[config.mk]
export PLATFORM = sky130hd
export DESIGN_NAME = rr_enum_arbiter
export DESIGN_NICKNAME = d
export VERILOG_FILES = /design/src/rtl/arb_sched_pkg.sv /design/src/rtl/rr_pick.sv /design/src/rtl/rr_enum_arbiter.sv
export SDC_FILE = /design/constraint.sdc
export NUM_CORES = 1
export LEC_CHECK = 0
export ABC_AREA = 1
export CORE_ASPECT_RATIO = 1.1
export CORE_MARGIN = 10
export CORE_UTILIZATION = 55
export CTS_BUF_LIST = sky130_fd_sc_hd__clkbuf_8
export DETAILED_ROUTE_END_ITERATION = 12
export PLACE_DENSITY = 0.91
export SLEW_MARGIN = 10
export SYNTH_ARGS = -nofsm -noshare
export SYNTH_HDL_FRONTEND = slang
export SYNTH_HIERARCHICAL = 1
export SYNTH_SLANG_ARGS = --single-unit
[constraint.sdc]
create_clock -name clk -period 3.25 [get_ports clk]
set_input_delay 0.325 -clock clk [delete_from_list [all_inputs] [get_ports clk]]
set_output_delay 0.325 -clock clk [all_outputs]
set_load 0.02 [all_outputs]
[src/rtl/arb_sched_pkg.sv]
// rtl/arb_sched_pkg.sv - shared types and helpers for the round-robin arbiter
package arb_sched_pkg;

   localparam int NUM_REQ = 4;
   localparam int ID_W    = 2;

   // S_IDLE=0, S_GNT0..S_GNT3=1..4, S_RECOVER=5; 6 and 7 are illegal
   typedef enum logic [2:0] {
      S_IDLE,
      S_GNT[4],
      S_RECOVER
   } arb_state_t;

   // Requester index owning a grant state; 0 for every non-grant state
   function automatic logic [ID_W-1:0] state_to_id(input arb_state_t s);
      logic [ID_W-1:0] id;
      id = '0;
      case (s)
         S_GNT0:  id = 2'd0;
         S_GNT1:  id = 2'd1;
         S_GNT2:  id = 2'd2;
         S_GNT3:  id = 2'd3;
         default: id = '0;
      endcase
      return id;
   endfunction

   // Grant state for a requester index
   function automatic arb_state_t id_to_state(input logic [ID_W-1:0] id);
      arb_state_t s;
      s = S_GNT0;
      case (id)
         2'd0:    s = S_GNT0;
         2'd1:    s = S_GNT1;
         2'd2:    s = S_GNT2;
         default: s = S_GNT3;
      endcase
      return s;
   endfunction

   // True for any of the four grant states
   function automatic logic is_gnt_state(input arb_state_t s);
      return (s == S_GNT0) || (s == S_GNT1) || (s == S_GNT2) || (s == S_GNT3);
   endfunction

endpackage

[src/rtl/rr_pick.sv]
// rtl/rr_pick.sv - rotating-priority requester selection
module rr_pick
   import arb_sched_pkg::*;
(
   input  logic [NUM_REQ-1:0] req,
   input  logic [ID_W-1:0]    last_id,
   output logic               any,
   output logic [ID_W-1:0]    pick
);

   logic [ID_W-1:0] idx;
   logic            found;

   // Scan last_id+1, last_id+2, ... with natural 2-bit wrap; last_id itself is checked last
   always_comb begin
      any   = |req;
      pick  = '0;
      found = 1'b0;
      idx   = '0;
      for (int k = 1; k <= NUM_REQ; k++) begin
         idx = last_id + ID_W'(k);
         if (!found && req[idx]) begin
            pick  = idx;
            found = 1'b1;
         end
      end
   end

endmodule

[src/rtl/rr_enum_arbiter.sv]
// rtl/rr_enum_arbiter.sv - 4-way round-robin arbiter with hold limit and recovery gap
module rr_enum_arbiter
   import arb_sched_pkg::*;
#(
   parameter int MAX_HOLD = 8
)
(
   input  logic               clk,
   input  logic               rst,
   input  logic [NUM_REQ-1:0] req,
   input  logic [NUM_REQ-1:0] done,
   output logic [NUM_REQ-1:0] gnt,
   output logic               gnt_valid,
   output logic [ID_W-1:0]    gnt_id,
   output logic               timeout,
   output logic [2:0]         state_o
);

   localparam int CNT_W = $clog2(MAX_HOLD + 1);
   localparam logic [CNT_W-1:0] HOLD_SAT  = CNT_W'(MAX_HOLD);
   localparam logic [CNT_W-1:0] HOLD_LAST = CNT_W'(MAX_HOLD - 1);

   arb_state_t         state_q, state_d;
   logic [ID_W-1:0]    last_id_q, last_id_d;
   logic [CNT_W-1:0]   hold_cnt_q, hold_cnt_d;
   logic [NUM_REQ-1:0] gnt_q, gnt_d;
   logic               gnt_valid_q, gnt_valid_d;
   logic [ID_W-1:0]    gnt_id_q, gnt_id_d;
   logic               timeout_q, timeout_d;

   logic               pick_any;
   logic [ID_W-1:0]    pick_id;
   logic [ID_W-1:0]    cur_id;
   logic               release_now;

   rr_pick u_pick (
      .req     (req),
      .last_id (last_id_q),
      .any     (pick_any),
      .pick    (pick_id)
   );

   // State, pointer, counter and registered outputs; reset kills any grant immediately
   always_ff @(posedge clk or posedge rst) begin
      if (rst) begin
         state_q     <= S_IDLE;
         last_id_q   <= 2'd3;
         hold_cnt_q  <= '0;
         gnt_q       <= '0;
         gnt_valid_q <= 1'b0;
         gnt_id_q    <= '0;
         timeout_q   <= 1'b0;
      end else begin
         state_q     <= state_d;
         last_id_q   <= last_id_d;
         hold_cnt_q  <= hold_cnt_d;
         gnt_q       <= gnt_d;
         gnt_valid_q <= gnt_valid_d;
         gnt_id_q    <= gnt_id_d;
         timeout_q   <= timeout_d;
      end
   end

   // Next-state: grant from idle, release or revoke from a grant, one recovery cycle
   always_comb begin
      state_d     = state_q;
      last_id_d   = last_id_q;
      hold_cnt_d  = hold_cnt_q;
      timeout_d   = 1'b0;
      cur_id      = state_to_id(state_q);
      release_now = 1'b0;
      case (state_q)
         S_IDLE: begin
            if (pick_any) begin
               state_d    = id_to_state(pick_id);
               last_id_d  = pick_id;
               hold_cnt_d = '0;
            end
         end
         S_GNT0, S_GNT1, S_GNT2, S_GNT3: begin
            release_now = done[cur_id] || !req[cur_id];
            if (hold_cnt_q != HOLD_SAT) begin
               hold_cnt_d = hold_cnt_q + 1'b1;
            end
            if (release_now) begin
               state_d = S_RECOVER;
            end else if (hold_cnt_q == HOLD_LAST) begin
               state_d   = S_RECOVER;
               timeout_d = 1'b1;
            end
         end
         S_RECOVER: state_d = S_IDLE;
         default:   state_d = S_IDLE;
      endcase
   end

   // Output decode from the next state so outputs track state_q cycle for cycle
   always_comb begin
      gnt_d       = '0;
      gnt_valid_d = 1'b0;
      gnt_id_d    = '0;
      if (is_gnt_state(state_d)) begin
         gnt_valid_d = 1'b1;
         gnt_id_d    = state_to_id(state_d);
         gnt_d       = NUM_REQ'(1) << state_to_id(state_d);
      end
   end

   assign gnt       = gnt_q;
   assign gnt_valid = gnt_valid_q;
   assign gnt_id    = gnt_id_q;
   assign timeout   = timeout_q;
   assign state_o   = state_q;

endmodule

==> results of run 1 <==
[flip-flops by register name, summed over array words and instances, names as in the netlist]
register / flops
gnt_valid: 1
gnt: 4
state_o: 3
timeout: 1
hold_cnt_q: 4
last_id_q: 2
gnt_id: 2
[final cells by class]
| cell class | instances | area, sq um |
|---|---|---|
| Clock buffer | 3 | 41.3 |
| Inverter | 28 | 110 |
| Clock inverter | 1 | 5.00 |
| Tap cell | 30 | 37.5 |
| Fill cell | 186 | 682 |
| Multi-Input combinational cell | 108 | 703 |
| Sequential cell | 17 | 428 |
| Timing Repair Buffer | 20 | 200 |
[path summary, 6_finish.rpt]
kind                                           from                  endpoint  slack (ps)  cells after the start
max                        last_id_q[0]$_DFFE_PP1P_       gnt_valid$_DFF_PP0_         970                     16
min                                             rst          gnt[3]$_DFF_PP0_         440                      2
max reg2reg                last_id_q[0]$_DFFE_PP1P_       gnt_valid$_DFF_PP0_         970                     16
min reg2reg                last_id_q[1]$_DFFE_PP1P_  last_id_q[1]$_DFFE_PP1P_         530                      2
max in group asynchronous                       rst       gnt_valid$_DFF_PP0_        2400                      2
min in group clk           last_id_q[1]$_DFFE_PP1P_  last_id_q[1]$_DFFE_PP1P_         530                      2
[cells in the final DEF (no fill, tap or decap), types with 2 or more instances in the layout]
master,synthesis,routed
o21ai_0,4,4
clkdlybuf4s50_1,0,20
nor2_1,10,10
nand2_1,31,31
nand4_1,3,3
nand2_4,7,7
nor2_2,4,4
nand2_2,16,16
nand3_1,11,11
a21oi_1,2,2
nand4_4,2,2
dfrtp_1,15,15
inv_2,8,8
ha_1,3,3
dfstp_2,2,2
clkbuf_8,0,3
nand3_2,2,2
inv_1,19,19
[kinds of logic (layout without fill, tap and decap cells)]
| family | after synthesis | in the layout | synth area share |
|---|---|---|---|
| xor gates and xnor gates | 1 | 1 | 0.00699 |
| adders and majority gates | 3 | 3 | 0.0300 |
| AOI/OAI and AO/OA | 14 | 14 | 0.0909 |
| and+or+nand+nor | 90 | 90 | 0.434 |
| DFF | 17 | 17 | 0.342 |
| buffers and inverters | 29 | 52 | 0.0969 |
[metal layers]
metal  track usage  up-vias
met2         0.253       28
li1              -      526
met4        0.0667        0
met1         0.145      518
met3        0.0335       10
met5             0        -
[where the power goes]
part           total, W  switching [W]  internal, W  leakage, nW
Combinational   0.00121       0.000764     0.000447        0.531
Sequential     0.000398      0.0000868     0.000311        0.217
Clock          0.000156      0.0000711    0.0000851       0.0255
[metrics by stage]
stage                     cell area [sq um]  instances
after CTS                              1530        207
after global routing                   1530        207
final                                  1530        207
after global placement                 1480        203
after detailed placement               1480        203
after floorplan                        1250        154
==> results.md, run 1 <==
* WP buf/inv at 2
* Area leader, netlist: dfrtp_1
* Async set-reset flop share out of synthesis at 1.00
* Worst Path Arrival at around 2400 ps
* # IOs at 21
* Via density at 5.23
* Crit path cell chain: inv_6 -> nand2_1 -> nand2_2 -> nand2_4 -> nand2_4 -> nor2_8 -> nand2_2 -> nand3_2 -> nand2_1 -> ha_1 -> nand2_2 -> inv_1 -> nor2_1 -> nand2_1 -> nand2_1 -> nand2_1
* Via count at between 1000 and 1500
* Metal3 WL at between 100 and 150 um
* GR Overflow Total at 0
* Die Width at around 66 um
* Leakage power at 0.773 nW
* Worst slack at placement at just over 800 ps
* Post-Syn Area per Cell at a little over 8 sq um
* Total CTS buffers at 3
* Routed wire length at 2.93 mm
* Final setup violation count at 0
* DP HPWL at ~2.4 mm
* Top cells by count, synth: nand2_1, inv_1, nand2_2, dfrtp_1, nand3_1
* Clock sink count at 17
* Clk buf depth at 2
* Layout cell share with drive strength beyond 1 at 0.305
* # rows at 18
* CTS clock-pin slew for the worst setup and hold paths at ~60 ps
* CP max stage delay at 660 ps
* Post-DRT Antenna Nets at 0
* Max Clk Rate at 439 MHz
* Routability cong. at 0.790
* Htree depth at 1
* CP endpoint kind: register
* PortBufs at 20
* Metal1 wirelength at around 1.2 mm
* Pin count of the biggest net entering global routing at 18
* Worst hold path type: primary input to asynchronous set/reset pin
* Clock Latency Late Sink at about 250 ps
* Highest metal used: met4
* Number of synthesized flops with an enable pin at 0
* Run status: complete, no violations
* CP max-delay cell: dfstp_2
* Slew Limit Fails at 0
* Initial antenna violation count at 0
* Gr usage total at 0.140
* Worst setup path category: register to register
* DR WL met2 at 1.54 mm
* Vias in the first global route at 1113
* RSZ-0062 raised after global routing: no
* Post-route setup slack at around 970 ps
* Final nets at around 190
* Synth cell types at 31
* Yosys warning count at 6
* DRC at 0
* First-pass GRT wire length at roughly 5.2 mm
* Pre-antenna DRT Iters at 4
* Top cell family by delay on the critical path: simple AND/OR/NAND/NOR gates
* Resized Gates After CTS at 0
* Rel. slew slack at 0.583
* Count leader, synth: nand2_1
* Slew @ Worst Pin at about 630 ps
* Area Growth Syn to Fin at 21.8%
* Setup Skew at around 2.4 ps
* Hold-fix buffers, CTS at 0
* Final Hold Viols at 0
* Syn Nets at around 170
* Routed wire length per instance at 14.2 um
* Main synth FF type: dfrtp_1
* Worst setup SP type: register
* Synth top area share at 0.300
* Power density over cell area at between 1000 and 1500 nW/um^2
* CTS tree: yes
* Post-synthesis sequential area ratio at 0.342
* ANT cells at 0
* Hold WS at approximately 440 ps
* Post-synthesis instance area at 1250 sq um
* Fin crit period at 2280 ps
* DRT iter0 DRCs at a little over 60
* Final worst-path cycle share at 0.700
* VDD IR max at 0.000848 V
* Post-CTS Setup Repair Bufs at 0
* Die height at 70.1 um
* Final core utilization at 0.691
* CP required at around 3400 ps
* Crit Path Max Fanout at 10
* Synth area leaders: dfrtp_1, nand2_1, nand2_2, nand2_4, inv_1
* Placeable Area at between 2000 and 2500 sq um
* CTS root buf: clkbuf_8
* Crit path top cell by count: nand2_1
* Total chip power at about 0.0018 W
* Seq cells post-synth at 17
* TNS Setup at 0 ps
* Initial core utilization at 0.567
* DIE AREA at around 4600 sq um
* Cells after Synth at around 150
* Max-Cap Viols at 0
Power figures use the tool's default switching activity.
==> run 2: changes to the inputs <==
- CORE_UTILIZATION: 55 -> 49
- PLACE_DENSITY: 0.91 -> 0.86
- clock period: 3.25 -> 1.95 ns (I/O delays scaled with it)
==> run 2 against run 1 <==
The flow now finishes with violations (setup timing). Register-to-register slack got worse by 1100 ps. Global-route usage shrank 1.5 points. Hold slack got worse by 130 ps. Sequential share of layout area fell by 2.8 points. First-iteration DRC count is 44% lower. Highest routed layer unchanged.
==> results.md, run 2 (synthesis gave the netlist of run 1 again) <==
* # IOs at 21
* Final worst-path cycle share at 1.08
* FF+latch area at approximately 430 sq um
* CP max-delay cell: dfstp_2
* Most frequent cells in the layout: nand2_1, clkdlybuf4s50_1, inv_1, nand2_2, dfrtp_1
* Gr usage total at 0.125
* CP required at approximately 2100 ps
* DRC at 0
* Pin count of the biggest net entering global routing at 18
* Total CTS buffers at 3
* Failing checks: setup timing
* Worst setup path category: register to register
* Slew Limit Fails at 0
* Reg2reg path depth at 15
* Hold-fix buffers, CTS at 0
* # rows at 19
* First-pass GRT wire length at around 5.0 mm
* CTS root buf: clkbuf_8
* TNS Setup at -798 ps
* Post-route setup slack at -165 ps
* Clock Latency Late Sink at approximately 260 ps
* Die height at 73.0 um
* Slew @ Worst Pin at around 640 ps
* Htree depth at 1
* Crit Path Max Fanout at 8
* CTS tree: yes
* Reg2Reg Capture Point: gnt_valid$_DFF_PP0_
* Routed wire length at 2.88 mm
* Worst Path Arrival at 2260 ps
* CTS clock-pin slew for the worst setup and hold paths at ~70 ps
* Fin area at approximately 1700 sq um
* DP HPWL at roughly 2.2 mm
* Final Hold Viols at 0
* Worst hold path type: primary input to asynchronous set/reset pin
* FF-to-FF Start: last_id_q[0]$_DFFE_PP1P_
* Filler cells at around 210
* Initial core utilization at 0.507
* Power density over cell area at slightly above 2000 nW/um^2
* Run status: finished, violations left
* Initial antenna violation count at 0
* Max Clk Rate at 473 MHz
* CP Depth at 15
* DRT iter0 DRCs at 34
* R2R Setup Slk at -170 ps
* Final setup violation count at 9
* Total chip power at ~0.0034 W
* Top cell family by delay on the critical path: simple AND/OR/NAND/NOR gates
* PortBufs at 20
* DP Area at around 1600 sq um
* Setup Skew at between 6 and 7 ps
* Hold WS at 316 ps
* WP buf/inv at 2
* ANT cells at 0
* Max-Cap Viols at 0
* Crit path to: gnt_valid$_DFF_PP0_
* Leakage power at roughly 0.86 nW
* Clk buf depth at 2
* Via count at between 1000 and 1500
* Crit path cell chain: inv_6 -> nand2_2 -> nand2_2 -> nand2_4 -> nand2_4 -> nor2_8 -> nand4_1 -> nand2_2 -> ha_4 -> nand2_4 -> inv_2 -> nor2_4 -> nand2_1 -> nand2_1 -> nand2_1
* Routed wire length per instance at ~13 um
* DIE AREA at approximately 5000 sq um
* Worst setup SP type: register
* VDD IR max at roughly 0.0012 V
* Multi-input logic area at between 700 and 800 sq um
* Commonest non-fill, non-tap cell in the layout: nand2_1
* Pre-antenna DRT Iters at 4
* Worst Setup SP: last_id_q[0]$_DFFE_PP1P_
* Placeable Area at 2470 sq um
* Via density at slightly below 5
* CP max stage delay at 640 ps
* Die Width at just under 70 um
* GR Overflow Total at 0
* Final nets at 206
* RSZ-0062 raised after global routing: yes
* Rel. slew slack at 0.573
* Area Growth Syn to Fin at 35.4%
* Worst slack at placement at -155 ps
* Routability cong. at ~0.81
* Post-DRT Antenna Nets at 0
* Layout cell share with drive strength beyond 1 at 0.411
* CP endpoint kind: register
* Clock sink count at 17
* Fin crit period at roughly 2100 ps
* Vias in the first global route at 1135
-- run 2: metrics by stage --
| step | utilization | std cells |
|---|---|---|
| floorplan | - | 154 |
| global placement | 0.641 | 215 |
| detailed placement | 0.641 | 215 |
| CTS | 0.678 | 222 |
| global route | 0.686 | 223 |
| finish | 0.686 | 223 |
-- run 2: power by group --
part           total [W]  switching, W  internal, W
combinational    0.00250       0.00141      0.00109
sequential      0.000649      0.000131     0.000518
clock           0.000276      0.000132     0.000144
total            0.00342       0.00167      0.00175
-- run 2: layout make-up --
cell class | count | area share
tap | 31 | 0.0229
timing repair buffer | 35 | 0.187
inverter | 28 | 0.0649
clock inverter | 1 | 0.00443
sequential | 17 | 0.252
multi-input combinational | 108 | 0.444
clock buffer | 3 | 0.0244
-- run 2: worst min-delay path by stage --
stage	startpoint	to	slack (ps)	cells past startpoint
after floorplan	rst	gnt[0]$_DFF_PP0_	120	1
after global placement	hold_cnt_q[2]$_DFFE_PP0P_	hold_cnt_q[2]$_DFFE_PP0P_	550	2
after detailed placement	hold_cnt_q[2]$_DFFE_PP0P_	hold_cnt_q[2]$_DFFE_PP0P_	560	2
after CTS	rst	state_o[1]$_DFF_PP0_	330	2
after global routing	rst	hold_cnt_q[1]$_DFFE_PP0P_	370	2
final	rst	state_o[1]$_DFF_PP0_	320	2
-- run 2: repair_timing --
item / CTS / global route
endpoints found under the hold margin: 0 / 0
endpoints found under the setup margin: 9 / 11
buffers inserted: 3 / 1
resized for setup: 7 / 3
pin swaps: 13 / 5
-- run 2: layer usage --
layer / global-route usage / vias up / part of all wire
li1: - / 553 / -
met1: 0.134 / 515 / 0.40
met2: 0.218 / 24 / 0.51
met3: 0.0507 / 3 / 0.076
met4: 0.0336 / 0 / 0.010
met5: 0 / - / 0
-- run 2: worst reg2reg max path, delay by kind of cell (launching register included) --
| family | cells | cell delay, ps |
|---|---|---|
| adder cells (fa/ha/maj) | 1 | 210 |
| flip-flops | 1 | 640 |
| buffers and inverters | 2 | 120 |
| AND/OR/NAND/NOR | 12 | 1040 |
==> run 3: changes to the inputs <==
- HOLD_SLACK_MARGIN: unset -> 0.03
==> results of run 3 <==
The final DEF is identical to that of run 2; final timing and power are the same.
